===== src/rtl/uart_transmitter.sv =====
// UART transmitter: start bit, 8 data bits MSB-first, optional parity, 1 or 2 stop bits.
// A one-entry holding buffer lets the next byte queue while the current frame shifts out.
module uart_transmitter #(
  parameter int BAUD_RATE      = 9600,
  parameter int CLOCK_FREQ     = 50000000,
  parameter int CYCLES_PER_BIT = CLOCK_FREQ / BAUD_RATE,
  parameter int PARITY         = 0,
  parameter int STOP_BITS      = 1
) (
  input  logic       clk,
  input  logic       nRst,
  input  logic       enable,
  input  logic [7:0] tx_data,
  input  logic       tx_valid,
  output logic       tx_ready,
  output logic       Tx,
  output logic       busy
);

  typedef enum logic [2:0] {
    IDLE   = 3'd0,
    START  = 3'd1,
    DATA   = 3'd2,
    PARITY_BIT = 3'd3,
    STOP   = 3'd4
  } state_t;

  localparam logic [15:0] BIT_LAST  = 16'(CYCLES_PER_BIT - 1);
  localparam logic        STOP_LAST = (STOP_BITS == 2) ? 1'b1 : 1'b0;
  localparam logic        ODD_PAR   = (PARITY == 2) ? 1'b1 : 1'b0;

  function automatic logic parity_of(input logic [7:0] d);
    return (^d) ^ ODD_PAR;
  endfunction

  state_t      state;
  logic [15:0] baud_cnt;
  logic [2:0]  bit_idx;
  logic        stop_cnt;
  logic [7:0]  shifter;
  logic        par_bit;
  logic [7:0]  buf_data;
  logic        buf_full;
  logic        bit_end;
  logic        accept;
  logic        load;

  assign tx_ready = ~buf_full & enable;
  assign accept   = tx_valid & tx_ready;
  assign bit_end  = (baud_cnt == BIT_LAST);

  // Shifter loads from the buffer when idle, or straight out of the last stop bit.
  always_comb begin
    load = 1'b0;
    if (enable && buf_full) begin
      if (state == IDLE) begin
        load = 1'b1;
      end else if (state == STOP && bit_end && stop_cnt == STOP_LAST) begin
        load = 1'b1;
      end else begin
        load = 1'b0;
      end
    end else begin
      load = 1'b0;
    end
  end

  // Holding buffer.
  always_ff @(posedge clk or negedge nRst) begin
    if (!nRst) begin
      buf_full <= 1'b0;
      buf_data <= 8'h00;
    end else if (!enable) begin
      buf_full <= 1'b0;
    end else if (accept) begin
      buf_data <= tx_data;
      buf_full <= 1'b1;
    end else if (load) begin
      buf_full <= 1'b0;
    end
  end

  // Frame sequencer with registered line and busy outputs.
  always_ff @(posedge clk or negedge nRst) begin
    if (!nRst) begin
      state    <= IDLE;
      Tx       <= 1'b1;
      busy     <= 1'b0;
      baud_cnt <= 16'd0;
      bit_idx  <= 3'd0;
      stop_cnt <= 1'b0;
      shifter  <= 8'h00;
      par_bit  <= 1'b0;
    end else if (!enable) begin
      state    <= IDLE;
      Tx       <= 1'b1;
      busy     <= 1'b0;
      baud_cnt <= 16'd0;
      bit_idx  <= 3'd0;
      stop_cnt <= 1'b0;
    end else if (load) begin
      shifter  <= buf_data;
      par_bit  <= parity_of(buf_data);
      state    <= START;
      Tx       <= 1'b0;
      busy     <= 1'b1;
      baud_cnt <= 16'd0;
      bit_idx  <= 3'd0;
      stop_cnt <= 1'b0;
    end else begin
      case (state)
        IDLE: begin
          Tx       <= 1'b1;
          busy     <= 1'b0;
          baud_cnt <= 16'd0;
        end
        START: begin
          if (bit_end) begin
            state    <= DATA;
            bit_idx  <= 3'd7;
            Tx       <= shifter[7];
            baud_cnt <= 16'd0;
          end else begin
            baud_cnt <= baud_cnt + 16'd1;
          end
        end
        DATA: begin
          if (bit_end) begin
            baud_cnt <= 16'd0;
            if (bit_idx == 3'd0) begin
              if (PARITY != 0) begin
                state <= PARITY_BIT;
                Tx    <= par_bit;
              end else begin
                state    <= STOP;
                Tx       <= 1'b1;
                stop_cnt <= 1'b0;
              end
            end else begin
              bit_idx <= bit_idx - 3'd1;
              Tx      <= shifter[bit_idx - 3'd1];
            end
          end else begin
            baud_cnt <= baud_cnt + 16'd1;
          end
        end
        PARITY_BIT: begin
          if (bit_end) begin
            state    <= STOP;
            Tx       <= 1'b1;
            stop_cnt <= 1'b0;
            baud_cnt <= 16'd0;
          end else begin
            baud_cnt <= baud_cnt + 16'd1;
          end
        end
        STOP: begin
          Tx <= 1'b1;
          if (bit_end) begin
            baud_cnt <= 16'd0;
            if (stop_cnt == STOP_LAST) begin
              state <= IDLE;
              busy  <= 1'b0;
            end else begin
              stop_cnt <= stop_cnt + 1'b1;
            end
          end else begin
            baud_cnt <= baud_cnt + 16'd1;
          end
        end
        default: begin
          state    <= IDLE;
          Tx       <= 1'b1;
          busy     <= 1'b0;
          baud_cnt <= 16'd0;
        end
      endcase
    end
  end

endmodule


===== config.mk =====
export PLATFORM = sky130hd
export DESIGN_NAME = uart_transmitter
export DESIGN_NICKNAME = d
export VERILOG_FILES = /design/src/rtl/uart_transmitter.sv
export SDC_FILE = /design/constraint.sdc
export NUM_CORES = 1
export LEC_CHECK = 0
export ABC_AREA = 1
export CAP_MARGIN = 5
export CORE_ASPECT_RATIO = 1.2
export CORE_UTILIZATION = 55
export DETAILED_ROUTE_END_ITERATION = 8
export GPL_TIMING_DRIVEN = 0
export PLACE_DENSITY_LB_ADDON = 0.2
export SYNTH_ARGS = -nofsm -noshare
export SYNTH_HDL_FRONTEND = slang
export SYNTH_SLANG_ARGS = --single-unit

===== constraint.sdc =====
create_clock -name clk -period 1.9 [get_ports clk]
set_clock_uncertainty 0.15 [all_clocks]
set_input_delay 0.475 -clock clk [delete_from_list [all_inputs] [get_ports clk]]
set_output_delay 0.475 -clock clk [all_outputs]
set_load 0.03 [all_outputs]

==> flow_summary_export.csv <==
group,metric,value,unit
run_status,status,"complete, no violations",
yosys,netlist.top_cell.by_area,"dfrtp_1",
floorplanning,start_util,0.591,
sta,finalHoldViolations,0,
global_route,grt_max_degree,42,
floorplanning,core.rowCount,24,
setup_path,cpPeakStageDelay,530,ps
final_layout,layout-drive-gt1-share,0.243,
clock_tree,cts_tree,"built",
final_layout,fin_area,0.00258,mm2
setup_path,cp-start-kind,"flip-flop",
setup_path,crit_arrival,1210,ps
placed_design,dp.cells,326,
placed_design,dp_hpwl,2640,um
detailed_routing,drc,0,
power,power_frac_seq,0.364,
final_layout,fin_cells,336,
setup_path,r2r_slack,90,ps
setup_path,worstSetupPathType,"flip-flop to primary output",
clock_tree,insertion_delay,300,ps
global_route,grt_overflow_total,0,
yosys,ys.flop_type,"dfrtp_1",
sta,period_share,0.966,
placed_design,placed_area,0.00242,mm2
sta,tns,0,ps
power,power.internal,2.08,mW
power,power,3.30,mW
setup_path,r2r_end,"Tx$_DFFE_PN1P_",
detailed_routing,dr.pass1.iters,4,
detailed_routing,wl,3740,um
sta,slew_headroom,0.416,
sta,grt_setup_unrepaired,"no",
final_layout,utilization,0.686,
floorplanning,ioPinCount,15,
global_route,grt_pass1_vias,1580,
power,p_sw_frac,0.368,
yosys,ys_async_sr_fraction,1.00,
yosys,yosys_warnings,0,
floorplanning,die_h,71.6,um
detailed_routing,num_vias,1668,
placed_design,port-buffer-count,14,
clock_tree,cts-buffers-inserted,5,
clock_tree,clockRootBuffer,"clkbuf_8",
yosys,syn_area_per_cell,8.53,um2
yosys,yosys_register_bits,41,
setup_path,slowest_stage,"dfstp_2",
sta,fin_crit,1840,ps
setup_path,cp_max_fo,2,
clock_tree,cts_buffer_depth,2,
power,leakage,1.14,nW
clock_tree,clock_sinks,41,
detailed_routing,ant_nets,0,
final_layout,nets,298,
setup_path,reg2reg_from,"bit_idx[0]$_DFFE_PN0P_",
detailed_routing,wl_per_cell,11.1,um
detailed_routing,drt_iter0_drc,61,
setup_path,cp_cell_sequence,"dlygate4sd2_1",
yosys,syn_area,0.00222,mm2
floorplanning,fp.dieW,60.0,um
sta,fmax,545,MHz
sta,slew_violations,0,
power,p_switching,1.21,mW
setup_path,cpLargestDelayFamily,"flip-flops",
clock_tree,cts.htree.levels,2,
yosys,synthDistinctLibCells,29,
setup_path,worst_r2r_path_depth,10,
yosys,yosysMostFrequentCell,"nand2_1",
floorplanning,core-area,0.00375,mm2
final_layout,diodes,0,
global_route,antenna_found_initial,0,
power,ir_worst_vdd,0.738,mV
power,p_per_area,1280,mW/mm2
yosys,yosysTopAreaCellShare,0.451,
placed_design,gp_congestion,0.822,
yosys,syn_inst,260,
power,power_frac_comb,0.380,
flow_run,drv_cap,0,
sta,tightestPinTransition,876,ps
final_layout,area_growth,16.1,%
power,pwr-share-clk,0.256,
global_route,grt_pass1_wl,6710,um
setup_path,cp.required,1270,ps
yosys,synth_nets,275,
yosys,seq_area_frac_synth,0.463,
global_route,grtUsageTotal,0.208,
worst_hold_path,hold_path_class,"input port to asynchronous set/reset pin",
setup_path,cp_num_buf_inv,1,
detailed_routing,routed_via_density,4.96,
yosys,synth_edf_count,0,
clock_tree,clk_pin_slew,90,ps
yosys,synthTopCellsByCount,"nand2_1 (56), dfrtp_1 (40), inv_1 (32), nand3_1 (19), o21ai_0 (16)",
sta,setup_violations,0,
setup_path,end_kind,"primary output",
final_layout,fill_cells,313,
floorplanning,die_area,0.00429,mm2
yosys,synth_area_leaders,"dfrtp_1 (45%), nand2_1 (9.5%), inv_1 (5.4%)",
[through the flow]
step	hold WS (ps)	setup slack, ps
after floorplan	29.4	260
final	141	63.7
after global routing	226	4.31
after detailed placement	309	-793
after CTS	172	6.04
after global placement	305	-795
[worst max path at each step]
stage                                 from                     to  cells after the start
floorplan            baud_cnt[0]$_DFF_PN0_  baud_cnt[7]$_DFF_PN0_                     11
global placement                    enable               tx_ready                      4
detailed placement                  enable               tx_ready                      4
CTS                                 enable               tx_ready                      4
global route        bit_idx[0]$_DFFE_PN0P_         Tx$_DFFE_PN1P_                     10
finish                      Tx$_DFFE_PN1P_                     Tx                      1
[what timing repair did]
item,CTS,global route
setup endpoints to repair,3,26
pin swaps,0,2
setup buffers,0,2
resized for setup,9,5
hold buffers,0,0
[layer usage]
| layer | up-vias | part of all wire | global-route usage | wire length (um) |
|---|---|---|---|---|
| met3 | 10 | 0.035 | 0.0487 | 131 |
| met4 | 0 | 0.023 | 0.0801 | 85 |
| met1 | 763 | 0.48 | 0.276 | 1790 |
| met2 | 31 | 0.46 | 0.326 | 1730 |
| li1 | 864 | - | - | - |
| met5 | - | 0 | 0 | 0 |
[power by group through the flow]
stage          clock, mW  sequential [mW]  combinational, mW
5_1_grt            0.876             1.23               1.43
2_1_floorplan          0             1.22              0.959
3_3_place_gp           0             1.21               1.19
4_1_cts            0.854             1.20               1.22
3_5_place_dp           0             1.22               1.22
6_report           0.843             1.20               1.25
[registers in the layout, indices dropped and copies added (netlist names)]
signal	cells
baud_cnt	16
buf_data	8
shifter	8
bit_idx	3
state	3
Tx	1
buf_full	1
busy	1
[cell families (layout without fill, tap and decap cells)]
family,Yosys count,after routing,synth area share
AOI/OAI and AO/OA,34,34,0.0919
buffers and inverters,41,65,0.0852
and+or+nand+nor,134,134,0.315
DFF,41,41,0.463
xor gates and xnor gates,7,7,0.0276
adders and majority gates,3,3,0.0169
[placed cells by master (no fill, tap or decap), drive strengths merged]
| cell type | n |
|---|---|
| nor2 | 32 |
| ha | 3 |
| nand4 | 3 |
| o21ai | 26 |
| clkbuf | 5 |
| a31o | 1 |
| clkinv | 1 |
| xor2 | 6 |
| dfrtp | 40 |
| nand2 | 69 |
| xnor2 | 1 |
| clkdlybuf4s15 | 1 |
| buf | 8 |
| bufinv | 2 |
| inv | 37 |
| a21oi | 7 |
| nor3 | 8 |
| clkdlybuf4s50 | 9 |
| dlygate4sd2 | 2 |
| dfstp | 1 |
| nand3 | 22 |
[layout make-up]
cell class | instances | area, um2 | area share
inverters | 37 | 144 | 0.0559
multi-input cells | 178 | 1010 | 0.392
clock inverters | 3 | 65.1 | 0.0253
clock buffers | 5 | 68.8 | 0.0267
repair buffers | 16 | 144 | 0.0559
well taps | 52 | 65.1 | 0.0253
plain buffers | 4 | 50.0 | 0.0194
flip-flops and latches | 41 | 1030 | 0.399
(Power assumes the default switching activity.)
